### src/rtl/key_command_unit.sv
// Purpose: synchronises key flags, turns key presses into commands in a one-entry slot,
//          drives the game reset pulse and a free-running clock enable. Define KEY_CMD_AUTOREPEAT_EN for auto-repeat.
// Latency: key rise -> cmd_valid at the third rising clk edge. Backpressure: slot held until cmd_ready; overflow pulses cmd_drop.
module key_command_unit #(
  parameter int NUM_KEYS      = 4,
  parameter int RST_KEY       = 2,
  parameter int RST_PULSE     = 100,
  parameter int REPEAT_DELAY  = 8,
  parameter int REPEAT_PERIOD = 4,
  parameter int DIV_LOG2      = 2,
  localparam int CMD_W        = $clog2(NUM_KEYS + 1)
) (
  input  logic                clk,
  input  logic                clrn,
  input  logic [NUM_KEYS-1:0] key,
  input  logic                cmd_ready,
  output logic                cmd_valid,
  output logic [CMD_W-1:0]    cmd_code,
  output logic                cmd_drop,
  output logic                game_rst_n,
  output logic                tick_ce
);

  localparam int RC_W = $clog2(RST_PULSE + 1);
  localparam logic [RC_W-1:0] RST_LOAD   = RC_W'(RST_PULSE);
  localparam logic [RC_W-1:0] RST_RELOAD = RC_W'(RST_PULSE - 1);

  logic [NUM_KEYS-1:0] key_s1;
  logic [NUM_KEYS-1:0] key_s2;
  logic [NUM_KEYS-1:0] key_s3;
  logic [NUM_KEYS-1:0] rise;
  logic [NUM_KEYS-1:0] edge_mask;
  logic                edge_hit;
  logic [CMD_W-1:0]    edge_code;
  logic                rst_rise;
  logic                hold;
  logic [RC_W-1:0]     rst_cnt;
  logic [DIV_LOG2-1:0] div_cnt;
  logic                new_vld;
  logic [CMD_W-1:0]    new_code;

  // Two-flop synchroniser plus a registered copy for rising-edge detection.
  always_ff @(posedge clk or negedge clrn) begin
    if (!clrn) begin
      key_s1 <= '0;
      key_s2 <= '0;
      key_s3 <= '0;
    end else begin
      key_s1 <= key;
      key_s2 <= key_s1;
      key_s3 <= key_s2;
    end
  end

  assign rise     = key_s2 & ~key_s3;
  assign rst_rise = rise[RST_KEY];
  // Game logic is held while the reset pulse is active, including the cycle that triggers it.
  assign hold     = rst_rise | ~game_rst_n;

  // Pick the lowest-index command key with a rising edge; the reset key never becomes a command.
  always_comb begin
    edge_hit  = 1'b0;
    edge_mask = '0;
    edge_code = '0;
    for (int i = NUM_KEYS - 1; i >= 0; i--) begin
      if (i != RST_KEY && rise[i]) begin
        edge_hit     = 1'b1;
        edge_mask    = '0;
        edge_mask[i] = 1'b1;
        edge_code    = CMD_W'(i + 1);
      end
    end
  end

  // Game reset pulse: a reset-key edge (re)starts the full count; clrn also arms a full pulse.
  always_ff @(posedge clk or negedge clrn) begin
    if (!clrn) begin
      rst_cnt    <= RST_LOAD;
      game_rst_n <= 1'b0;
    end else if (rst_rise) begin
      rst_cnt    <= RST_RELOAD;
      game_rst_n <= 1'b0;
    end else if (rst_cnt != '0) begin
      rst_cnt    <= rst_cnt - 1'b1;
      game_rst_n <= 1'b0;
    end else begin
      game_rst_n <= 1'b1;
    end
  end

  // Free-running divider; deliberately ignores the game reset.
  always_ff @(posedge clk or negedge clrn) begin
    if (!clrn) begin
      div_cnt <= '0;
    end else begin
      div_cnt <= div_cnt + 1'b1;
    end
  end

  assign tick_ce = &div_cnt;

`ifdef KEY_CMD_AUTOREPEAT_EN
  localparam logic [1:0] ST_IDLE   = 2'd0;
  localparam logic [1:0] ST_DELAY  = 2'd1;
  localparam logic [1:0] ST_REPEAT = 2'd2;
  localparam int REP_MAX = (REPEAT_DELAY > REPEAT_PERIOD) ? REPEAT_DELAY : REPEAT_PERIOD;
  localparam int RW      = $clog2(REP_MAX + 1);

  logic [1:0]          rep_state;
  logic [RW-1:0]       rep_cnt;
  logic [NUM_KEYS-1:0] trk_mask;
  logic [CMD_W-1:0]    trk_code;
  logic [NUM_KEYS-1:0] held_mask;
  logic                trk_edge;
  logic                trk_held;
  logic                rep_fire;

  // One-hot of the lowest-index held command key: the only key allowed to auto-repeat.
  always_comb begin
    held_mask = '0;
    for (int i = NUM_KEYS - 1; i >= 0; i--) begin
      if (i != RST_KEY && key_s2[i]) begin
        held_mask    = '0;
        held_mask[i] = 1'b1;
      end
    end
  end

  assign trk_edge = edge_hit & (edge_mask == held_mask);
  assign trk_held = |(key_s2 & trk_mask);
  // An edge command in the same cycle outranks the repeat, which is then simply lost.
  assign rep_fire = (rep_state != ST_IDLE) & ~hold & ~trk_edge & trk_held & (rep_cnt == RW'(1));

  // Repeat FSM: delay after the press, then periodic repeats while the tracked key stays held.
  always_ff @(posedge clk or negedge clrn) begin
    if (!clrn) begin
      rep_state <= ST_IDLE;
      rep_cnt   <= '0;
      trk_mask  <= '0;
      trk_code  <= '0;
    end else if (hold) begin
      rep_state <= ST_IDLE;
    end else if (trk_edge) begin
      rep_state <= ST_DELAY;
      rep_cnt   <= RW'(REPEAT_DELAY);
      trk_mask  <= edge_mask;
      trk_code  <= edge_code;
    end else if (rep_state != ST_IDLE) begin
      if (!trk_held) begin
        rep_state <= ST_IDLE;
      end else if (rep_cnt == RW'(1)) begin
        rep_state <= ST_REPEAT;
        rep_cnt   <= RW'(REPEAT_PERIOD);
      end else begin
        rep_cnt <= rep_cnt - 1'b1;
      end
    end
  end

  assign new_vld  = edge_hit | rep_fire;
  assign new_code = edge_hit ? edge_code : trk_code;
`else
  assign new_vld  = edge_hit;
  assign new_code = edge_code;
`endif

  // One-entry command slot: load when empty or draining this cycle, otherwise report the loss.
  always_ff @(posedge clk or negedge clrn) begin
    if (!clrn) begin
      cmd_valid <= 1'b0;
      cmd_code  <= '0;
      cmd_drop  <= 1'b0;
    end else begin
      cmd_drop <= 1'b0;
      if (hold) begin
        cmd_valid <= 1'b0;
        cmd_code  <= '0;
      end else if (new_vld) begin
        if (!cmd_valid || cmd_ready) begin
          cmd_valid <= 1'b1;
          cmd_code  <= new_code;
        end else begin
          cmd_drop <= 1'b1;
        end
      end else if (cmd_valid && cmd_ready) begin
        cmd_valid <= 1'b0;
        cmd_code  <= '0;
      end
    end
  end

endmodule

### config.mk
export PLATFORM = sky130hd
export DESIGN_NAME = key_command_unit
export DESIGN_NICKNAME = d
export VERILOG_FILES = /design/src/rtl/key_command_unit.sv
export SDC_FILE = /design/constraint.sdc
export NUM_CORES = 1
export LEC_CHECK = 0
export BUFFER_PORTS_ARGS = -buffer_cell sky130_fd_sc_hd__buf_2
export CORE_MARGIN = 2
export CORE_UTILIZATION = 35
export DETAILED_ROUTE_END_ITERATION = 8
export HOLD_SLACK_MARGIN = 0.03
export PLACE_DENSITY_LB_ADDON = 0.2
export SLEW_MARGIN = 10
export SYNTH_ARGS = -nofsm -noshare
export SYNTH_HDL_FRONTEND = slang
export SYNTH_SLANG_ARGS = --single-unit
export TNS_END_PERCENT = 30
### constraint.sdc
create_clock -name clk -period 1.74 [get_ports clk]
set_clock_uncertainty 0.2 [all_clocks]
set_input_delay 0.174 -clock clk [delete_from_list [all_inputs] [get_ports clk]]
set_output_delay 0.174 -clock clk [all_outputs]
set_load 0.1 [all_outputs]
---- After elaboration in Yosys (flattened, before gate mapping) ----
Cells that the tools add are included.
cells by class
  multiplexer cells ....................... 21
  bitwise operators ....................... 4
  reduce and logical (&&, ||, !) cells .... 8
  eq/ne operators ......................... 1
  add/sub/neg operators ................... 2
operator list
  kind                   count
  $mux W3                7
  $mux W7                2
  $mux W1                12
  $reduce_bool A7 Y1     1
  $sub A7 B1 Y7 const B  1
  $and A4 B4 Y4          1
  $not A4 Y4             1
  $reduce_and A2 Y1      2
  $ne A3 B1 Y1 const B   1
  $reduce_bool A3 Y1     1
  $add A2 B1 Y2 const B  1
  $reduce_bool A2 Y1     1
  $logic_and A1 B1 Y1    1
  $logic_not A1 Y1       1
  $logic_or A1 B1 Y1     1
  $not A1 Y1             1
  $or A1 B1 Y1           1
word-level totals
  register bits ........................... 27
  bits of input ports ..................... 7
  output and inout bits ................... 7

---- Longest topological paths before layout ----
Gate-level depths: netlist of the first run.
  depth in word-level cells ............... 8
  gate-level depth with buffers ........... 5
  gate-level depth less buffers ........... 5

---- Worst setup path after synthesis of the first run ----
No wires, ideal clock.
  kind .................................... reg-to-reg
  start point ............................. register cmd_valid
  end point ............................... register cmd_code[1]
  cell stages (with the launch flop) ...... 4
  arrival time ............................ 1.582 ns
  setup slack ............................. -0.170 ns
  setup time .............................. 0.129 ns
  data required time ...................... 1.411 ns
  path through ............................ dfrtp_1 > nand2b_1 > a221oi_1 > nor3_1
between the ends
  longest elaborated chain between the ends .. 4
  elaborated cells on any way between the ends .. 6
  classes of those cells .................. eq/ne (1); reduce/logical (5)
ends and longest elaborated chain
  what                                  line  source
  from (decl)                           17    output logic cmd_valid,
  from (signal assigned)                170   cmd_valid <= 1'b0;
  from (signal assigned)                176   cmd_valid <= 1'b0;
  from (signal assigned)                180   cmd_valid <= 1'b1;
  $logic_not A1 Y1                      179   if (!cmd_valid || cmd_ready) begin
  $logic_or A1 B1 Y1                    179
  $ne A3 B1 Y1 (no source line)         --
  $reduce_and A2 Y1 (no source line) *  --
  to (signal assigned)                  181   cmd_code <= new_code;
  to (decl)                             18    output logic [CMD_W-1:0] cmd_code,
Every way passes the cells marked *; elsewhere a longest branch is shown, timed or not.
A chain may end at the register's enable or synchronous reset.

---- Final worst setup path of the first run ----
  start point ............................. register rst_cnt[0]
  end point ............................... register rst_cnt[3]
between the ends
  longest elaborated chain between the ends .. 3
  elaborated cells on any way between the ends .. 5
  classes of those cells .................. add/sub (1); mux (2); reduce/logical (2)
ends and longest elaborated chain
  what                    line  source
  from (decl)             37    logic [RC_W-1:0] rst_cnt;
  from (signal assigned)  84    rst_cnt <= rst_cnt - 1'b1;
  $sub A7 B1 Y7           84
  $mux W7                 83    end else if (rst_cnt != '0) begin
  $mux W7                 80    end else if (rst_rise) begin
Several ways; a longest one is shown, not always the timed one. The select of a mux whose other input is x is not followed.

==> run_results.csv, run 1 <==
group,metric,value,unit
run_status,status,"finished with violations",
run_status,violations,"design-rule violations",
floorplan,die_x,58.60,um
placed_design,place_congestion,0.7725,
route,postRouteAntennaNets,0,
final_layout,stdcell_count,140,
timing,drv_slew,0,
worst_hold_path,hold_path.class,"primary input to asynchronous set/reset pin",
power,combPwrFrac,16.8,%
clock_tree,cts_tree,"done",
clock_tree,path_clk_slew,150,ps
route,drt_iter0_markers,12,
power,p_switching,0.0003711,W
timing,finalCriticalPeriod,1716,ps
clock_tree,cts_sinks,27,
synth,synth_cells,85,
synth,seq_area_frac_synth,65.11,%
clock_tree,postCtsSetupBuffers,0,
global_routing,antenna_found_initial,0,
timing,finalCritPeriodShare,98.60,%
placed_design,port_buffers,13,
floorplan,core,0.002805,mm^2
global_routing,grt_max_degree,28,
route,dr.pass1.iters,6,
clock_tree,cts_made_buffers,3,
synth,synth_edf_count,0,
power,p_leak,0.5637,nW
floorplan,io_pins,14,
route,drc,2,
synth,synth_seq_cells,27,
timing,setup_viol_count_final,0,
clock_tree,clockBufferDepth,2,
placed_design,dp_hpwl,1197,um
floorplan,core.rowCount,19,
final_layout,drive_above_1_share,24.77,%
clock_tree,clk-insertion-delay-late,320,ps
global_routing,gr-total-overflow,0,
timing,slew_headroom,62.17,%
synth,synth-async-reset-ratio,100.0,%
critical_path,worstSetupPathType,"flip-flop to flip-flop",
critical_path,start_kind,"flip-flop",
power,vdd_ir_drop_max,0.5857,mV
final_layout,n_antenna_cell,0,
timing,clock.fmax,582.9,MHz
final_layout,fin_nets,119,
synth,synth_ff_type,"dfrtp_1",
timing,rsz0062_at_grt,"yes",
floorplan,start_util,37.20,%
power,powerDensity,1024,mW/mm^2
final_layout,syn2layout_area_growth,21.10,%
power,internal_power,0.0009233,W
route,wire_per_inst,12.23,um
critical_path,ff2ff_setup_slack,20,ps
timing,hold_viol_final,0,
critical_path,end_kind,"flip-flop",
clock_tree,h-tree-depth,1,
global_routing,grt_pass1_wl,2953,um
route,vias,694,
placed_design,dp.cells,130,
timing,worstMarginPinSlew,567.5,ps
critical_path,worstPathArrival,1730,ps
global_routing,grt_pass1_vias,633,
synth,syn_area_per_cell,12.28,um^2
job,cap_violations,0,
timing,timing.setup.tns,0,ps
clock_tree,clock-root-buffer,"clkbuf_4",
global_routing,grt_use_met2,15.41,%
synth,ys_warn_count,0,
power,clockPowerShare,21.8,%
critical_path,cp.required,1750,ps
floorplan,die_h,58.60,um
global_routing,top_usage_layer,"met1",
synth,netlist_area,0.001044,mm^2
route,via_per_inst,4.957,
synth,syn_nets,94,
synth,synth_cell_types,29,
power,seqPwrFrac,61.4,%
floorplan,die_area,0.003434,mm^2
power,swShare,28.67,%
global_routing,use_met1,16.74,%
global_routing,grt_use_total,11.22,%
critical_path,crit_path_max_fanout,4,
global_routing,use_met3,2.857,%
route,wl,1712,um
[cells in the final DEF, fill, tap and decap left out, types with 2 or more instances in the layout]
master	Yosys	routed
a21oi_1	2	2
a31oi_1	3	3
buf_2	0	13
clkbuf_4	0	3
dfrtp_1	24	23
dfstp_2	3	3
dlygate4sd3_1	0	6
inv_1	4	4
nand2_1	3	3
nand2b_1	6	6
nand3b_1	2	2
nand4_1	2	2
nor2_1	4	4
nor2b_1	5	5
nor3_1	4	4
o21ai_1	4	4
or3_1	3	3
[worst max-delay path, stage by stage, from the launching register on]
cell and delay (ps):
dfrtp_1 420, inv_1 80, ha_2 190, or3b_4 400, nor2_1 210, o21ai_1 110
[cell type report]
cell class / instances / area, um^2
Fill cell: 277 / 1541
Sequential cell: 27 / 680.7
Multi-Input combinational cell: 54 / 365.4
Timing Repair Buffer: 20 / 132.6
Tap cell: 31 / 38.79
Clock buffer: 3 / 22.52
Inverter: 4 / 15.01
Clock inverter: 1 / 8.758
[routing by layer]
layer  wire (um)  share of wire, %  vias to the layer above
met5           0                 0                        -
met4          17              0.99                        0
met3          71               4.1                        2
met2         727                42                       13
met1         895                52                      322
li1            -                 -                      357
[per-stage QoR]
stage               instance area (um^2)  util [%]  total power, W  worst slack, ps  hold WS [ps]
floorplan                           1045         -       0.0009220            59.52        -321.6
global placement                    1156     41.21       0.0009877            99.33         13.97
detailed placement                  1156     41.21       0.0009973            23.80         9.593
CTS                                 1247     44.47        0.001295            3.805         170.4
global route                        1264     45.05        0.001383           -61.68         180.1
finish                              1264     45.05        0.001294            24.40         150.1
[logic make-up (layout without fill, tap and decap cells)]
kind of cell	Yosys count	after routing	synth area share (%)
multiplexers	1	1	0.9593
flip-flops	27	27	65.11
AND/OR/NAND/NOR	36	36	20.74
buffers and inverters	4	28	1.438
adder cells (fa/ha/maj)	2	2	2.398
AO/OA/AOI/OAI	15	15	9.354
[cells in the mapped netlist, drive strengths merged, types with 2 or more instances]
cell | instances | area [um^2]
dfrtp | 24 | 600.6
nor3 | 4 | 20.02
nand2b | 6 | 37.54
a31oi | 3 | 18.77
or3 | 4 | 30.03
nand3b | 2 | 15.01
nand2 | 3 | 11.26
nor2 | 4 | 15.01
ha | 2 | 25.02
nand4 | 2 | 12.51
a21oi | 2 | 10.01
o21ai | 4 | 20.02
inv | 4 | 15.01
nor2b | 5 | 31.28
dfstp | 3 | 78.83
[power by group through the flow]
stage	Combinational [W]	Sequential, W	Clock, W
after floorplan	0.000144	0.000778	0
after global placement	0.000199	0.000789	0
after detailed placement	0.000203	0.000794	0
after CTS	0.000215	0.000782	0.000298
after global routing	0.000249	0.000808	0.000326
final	0.000218	0.000795	0.000282
[registers in the layout, indices dropped and copies added, names as in the netlist]
| name | count |
|---|---|
| rst_cnt | 7 |
| key_s1 | 4 |
| key_s2 | 4 |
| key_s3 | 4 |
| cmd_code | 3 |
| div_cnt | 2 |
| cmd_drop | 1 |
| cmd_valid | 1 |
| game_rst_n | 1 |
[final timing paths]
| check | end | cells past startpoint | start |
|---|---|---|---|
| setup / recovery | rst_cnt[3] | 5 | rst_cnt[0] |
| hold / removal | cmd_code[1] | 2 | clrn |
| setup reg to reg | rst_cnt[3] | 5 | rst_cnt[0] |
| hold reg to reg | key_s2[2] | 0 | key_s1[2] |
| max in group asynchronous | cmd_valid | 2 | clrn |
| min in group clk | key_s2[2] | 0 | key_s1[2] |
[what timing repair did]
item | 4_1_cts | 5_1_grt
resized for setup | 0 | 4
setup endpoints to repair | 0 | 5
endpoints found under the hold margin | 33 | 0
hold buffers | 6 | 0
(Power assumes the default switching activity.)
==> run 2: changes to the inputs <==
--- a/config.mk
+++ b/config.mk
@@ -11,6 +11,7 @@
 export DETAILED_ROUTE_END_ITERATION = 8
 export HOLD_SLACK_MARGIN = 0.03
 export PLACE_DENSITY_LB_ADDON = 0.2
+export RECOVER_POWER = 50
 export SLEW_MARGIN = 10
 export SYNTH_ARGS = -nofsm -noshare
 export SYNTH_HDL_FRONTEND = slang
==> run_results.csv, run 2 (synthesized netlist as in run 1, its figures left out) <==
group,metric,value,unit
route,wl,1711,um
timing,hold_viol_final,0,
timing,slew_headroom,57.90,%
clock_tree,path_clk_slew,150,ps
critical_path,worstSetupPathType,"flip-flop to flip-flop",
final_layout,regArea,680.7,um^2
timing,clock.fmax,582.9,MHz
final_layout,num-fill-cells,277,
critical_path,rr_worst_depth,5,
final_layout,drive_above_1_share,24.77,%
route,drc,2,
timing,timing.setup.tns,0,ps
job,cap_violations,0,
global_routing,gr-total-overflow,0,
route,postRouteAntennaNets,0,
global_routing,antenna_found_initial,0,
clock_tree,cts_tree,"done",
route,vias,694,
route,via_per_inst,4.957,
final_layout,fin_nets,119,
critical_path,cp.required,1750,ps
route,wl_met2,727,um
clock_tree,h-tree-depth,1,
placed_design,dp_hpwl,1197,um
final_layout,final_common_cell,"dfrtp_1",
timing,worstMarginPinSlew,631.5,ps
critical_path,end_kind,"flip-flop",
final_layout,syn2layout_area_growth,21.10,%
power,p_leak,0.5640,nW
clock_tree,cts_made_buffers,3,
clock_tree,cts_sinks,27,
critical_path,rr_endpoint,"rst_cnt[3]",
power,powerDensity,1024,mW/mm^2
final_layout,mostFrequentLayoutCells,"dfrtp_1, buf_2, nand2b_1, dlygate4sd3_1, nor2b_1",
global_routing,grt_max_degree,28,
global_routing,grt_pass1_vias,633,
floorplan,core.rowCount,19,
final_layout,n_antenna_cell,0,
route,wl_met3,71,um
timing,finalCriticalPeriod,1716,ps
route,top_layer,"met4",
final_layout,multi_input_area,365.4,um^2
floorplan,die_area,0.003434,mm^2
floorplan,start_util,37.20,%
route,wire_per_inst,12.22,um
critical_path,ff2ff_setup_slack,20,ps
placed_design,port_buffers,13,
critical_path,start_kind,"flip-flop",
timing,finalCritPeriodShare,98.60,%
critical_path,worstPathArrival,1730,ps
run_status,violations,"design-rule violations",
final_layout,regMostFlops,"rst_cnt",
final_layout,largest_reg_flops,7,
clock_tree,clock-root-buffer,"clkbuf_4",
floorplan,io_pins,14,
final_layout,postLayoutCoreUtil,45.05,%
global_routing,grt_pass1_wl,2953,um
placed_design,place_congestion,0.7725,
route,drt_iter0_markers,12,
timing,rsz0062_at_grt,"yes",
timing,setup_viol_count_final,0,
floorplan,die_h,58.60,um
route,wl_met1,894,um
worst_hold_path,hold_path.class,"primary input to asynchronous set/reset pin",
floorplan,die_x,58.60,um
critical_path,r2r_start,"rst_cnt[0]",
clock_tree,clockBufferDepth,2,
global_routing,grt_use_total,11.22,%
power,vdd_ir_drop_max,0.5858,mV
floorplan,core,0.002805,mm^2
critical_path,crit_path_max_fanout,4,
timing,drv_slew,0,
run_status,status,"finished with violations",
clock_tree,clk-insertion-delay-late,320,ps
route,dr.pass1.iters,6,
## run 2: critical path, stage by stage, from the launching register on
cell and delay, ps:
dfrtp_1 420, inv_1 80, ha_2 190, or3b_4 400
nor2_1 210, o21ai_1 110
## run 2: worst max path at each step
stage | start | end | slack, ps | cells past startpoint
detailed placement | rst_cnt[0] | rst_cnt[1] | 20 | 5
global placement | rst_cnt[0] | rst_cnt[1] | 100 | 5
finish | rst_cnt[0] | rst_cnt[3] | 20 | 5
floorplan | cmd_code[1] | cmd_code[1] | 60 | 3
global route | rst_cnt[0] | rst_cnt[3] | -60 | 5
CTS | rst_cnt[0] | rst_cnt[1] | 4 | 5
## run 2: repair_timing
item,in CTS,in global routing
hold buffers,6,0
resized for setup,0,4
hold endpoints to repair,33,0
setup buffers,0,0
setup endpoints to repair,0,5
## run 2: layer usage
layer  global-route usage, %  vias to the layer above
met2                   15.41                       13
met3                   2.857                        2
met1                   16.74                      322
li1                        -                      357
met5                       0                        -
met4                   4.870                        0
## run 2: metrics by stage
stage	cells	worst slack (ps)	instance area, um^2	hold WS, ps	power [W]
finish	140	24.40	1264	168.4	0.001294
global route	140	-61.68	1264	181.2	0.001383
CTS	140	3.805	1247	170.4	0.001295
detailed placement	130	23.80	1156	9.593	0.0009973
global placement	130	99.33	1156	13.97	0.0009877
floorplan	85	59.52	1045	-321.6	0.0009220
## run 2: layout make-up
type                            count  share of cell area [%]
Tap cell                           31                   3.069
Multi-Input combinational cell     54                   28.91
Clock buffer                        3                   1.782
Sequential cell                    27                   53.86
Clock inverter                      1                  0.6931
Inverter                            4                   1.188
Timing Repair Buffer               20                   10.50
## run 2: report_power, final
group / internal, W / switching, W
clock network: 0.0000934 / 0.000188
logic: 0.000112 / 0.000106
registers: 0.000718 / 0.0000766
total: 0.000923 / 0.000371
==> run 3: changes to the inputs <==
--- a/config.mk
+++ b/config.mk
@@ -9,9 +9,10 @@
 export CORE_MARGIN = 2
 export CORE_UTILIZATION = 35
 export DETAILED_ROUTE_END_ITERATION = 8
+export GPL_ROUTABILITY_DRIVEN = 0
 export HOLD_SLACK_MARGIN = 0.03
 export PLACE_DENSITY_LB_ADDON = 0.2
-export RECOVER_POWER = 50
+export RECOVER_POWER = 100
 export SLEW_MARGIN = 10
 export SYNTH_ARGS = -nofsm -noshare
 export SYNTH_HDL_FRONTEND = slang
==> run_results.csv, run 3 (synthesized netlist as in run 1, its figures left out) <==
group,metric,value,unit
run_status,status,"finished with violations",
run_status,violations,"design-rule violations",
route,drc,2,
timing,setup_viol_count_final,0,
critical_path,worstSetupPathType,"flip-flop to flip-flop",
clock_tree,cts_made_buffers,3,
floorplan,start_util,37.20,%
power,p_leak,0.5612,nW
final_layout,stdcell_count,140,
timing,hold_viol_final,0,
timing,finalCriticalPeriod,1716,ps
final_layout,num-fill-cells,278,
power,vdd_ir_drop_max,0.5856,mV
route,vias,695,
critical_path,ff2ff_setup_slack,20,ps
global_routing,grt_pass1_vias,633,
timing,drv_slew,0,
critical_path,cpLargestDelayFamily,"simple AND/OR/NAND/NOR gates",
floorplan,core,0.002805,mm^2
global_routing,gr-total-overflow,0,
placed_design,dp.cells,130,
critical_path,crit_chain,"inv_1 -> ha_2 -> or3b_4 -> nor2_1 -> o21ai_1",
final_layout,drive_above_1_share,23.85,%
critical_path,cp.required,1750,ps
clock_tree,cts_tree,"done",
critical_path,path_buf_inv,1,
timing,rsz0062_at_grt,"yes",
clock_tree,h-tree-depth,1,
route,postRouteAntennaNets,0,
floorplan,core.rowCount,19,
clock_tree,postCtsSetupBuffers,0,
placed_design,place_area,0.001156,mm^2
timing,layout_setup_ws,24.45,ps
global_routing,antenna_found_initial,0,
route,wl,1708,um
critical_path,worst_path_largest_cell_delay,420,ps
placed_design,dp_hpwl,1197,um
floorplan,die_h,58.60,um
global_routing,grt_pass1_wl,2953,um
global_routing,grt_use_total,11.22,%
route,drt_iter0_markers,12,
final_layout,largest_reg_flops,7,
clock_tree,cts_sinks,27,
clock_tree,path_clk_slew,150,ps
critical_path,crit_path_max_fanout,4,
critical_path,critPathSlowestCell,"dfrtp_1",
placed_design,dpl_worst_slack,23.80,ps
worst_hold_path,hold_path.class,"flip-flop to flip-flop",
power,powerDensity,1025,mW/mm^2
final_layout,syn2layout_area_growth,20.98,%
final_layout,final_common_cell,"dfrtp_1",
critical_path,start_kind,"flip-flop",
critical_path,worstPathArrival,1730,ps
timing,slew_headroom,57.90,%
final_layout,regMostFlops,"rst_cnt",
placed_design,port_buffers,13,
floorplan,io_pins,14,
final_layout,n_antenna_cell,0,
timing,finalCritPeriodShare,98.59,%
final_layout,mostFrequentLayoutCells,"dfrtp_1, buf_2, nand2b_1, dlygate4sd3_1, nor2b_1",
clock_tree,clk-insertion-delay-late,320,ps
clock_tree,clock-root-buffer,"clkbuf_4",
floorplan,die_x,58.60,um
final_layout,fin_nets,119,
final_layout,final_area,0.001262,mm^2
clock_tree,clockBufferDepth,2,
global_routing,grt_max_degree,28,
timing,clock.fmax,582.9,MHz
job,cap_violations,0,
route,wire_per_inst,12.20,um
critical_path,end_kind,"flip-flop",
timing,worstMarginPinSlew,631.5,ps
route,dr.pass1.iters,6,
floorplan,die_area,0.003434,mm^2
route,via_per_inst,4.964,
==> run 3: stage by stage <==
| step | util (%) | TNS, ps | hold slack (ps) | power [W] |
|---|---|---|---|---|
| 4_1_cts | 44.47 | 0 | 170.4 | 0.001295 |
| 2_1_floorplan | - | 0 | -321.6 | 0.0009220 |
| 3_5_place_dp | 41.21 | 0 | 9.593 | 0.0009973 |
| 6_report | 45.00 | 0 | 168.4 | 0.001294 |
| 5_1_grt | 45.00 | -220.6 | 181.2 | 0.001383 |
| 3_3_place_gp | 41.21 | 0 | 13.97 | 0.0009877 |
==> run 3: what timing repair did <==
action	CTS	global route
hold endpoints to repair	33	0
resized for setup	0	4
endpoints found under the setup margin	0	5
hold buffers	6	0
==> run 3: per-layer routing <==
metal	routed length, um	part of all wire [%]	global-route usage, %
met5	0	0	0
met4	17	1.0	4.870
met3	76	4.4	2.857
met2	724	42	15.41
met1	890	52	16.74
==> run 3: power by group <==
| part | total (W) | internal (W) | switching (W) |
|---|---|---|---|
| Sequential | 0.000795 | 0.000718 | 0.0000766 |
| Clock | 0.000282 | 0.0000934 | 0.000188 |
| Combinational | 0.000218 | 0.000112 | 0.000106 |
| Total | 0.00129 | 0.000923 | 0.000371 |
==> run 3: worst paths after layout <==
path / cells after the start / to / start
hold reg to reg: 0 / key_s2[2] / key_s1[2]
setup reg to reg: 5 / rst_cnt[3] / rst_cnt[0]
max in group asynchronous: 2 / cmd_valid / clrn
hold / removal: 0 / key_s2[2] / key_s1[2]
min in group asynchronous: 2 / cmd_code[1] / clrn
setup / recovery: 5 / rst_cnt[3] / rst_cnt[0]
==> run 3: cell type report <==
type | instances | area (um^2) | area share, %
tap | 31 | 38.79 | 3.072
sequential | 27 | 680.7 | 53.91
clock inverter | 1 | 8.758 | 0.6938
clock buffer | 3 | 22.52 | 1.784
inverter | 4 | 15.01 | 1.189
timing repair buffer | 20 | 131.4 | 10.41
multi-input combinational | 54 | 365.4 | 28.94
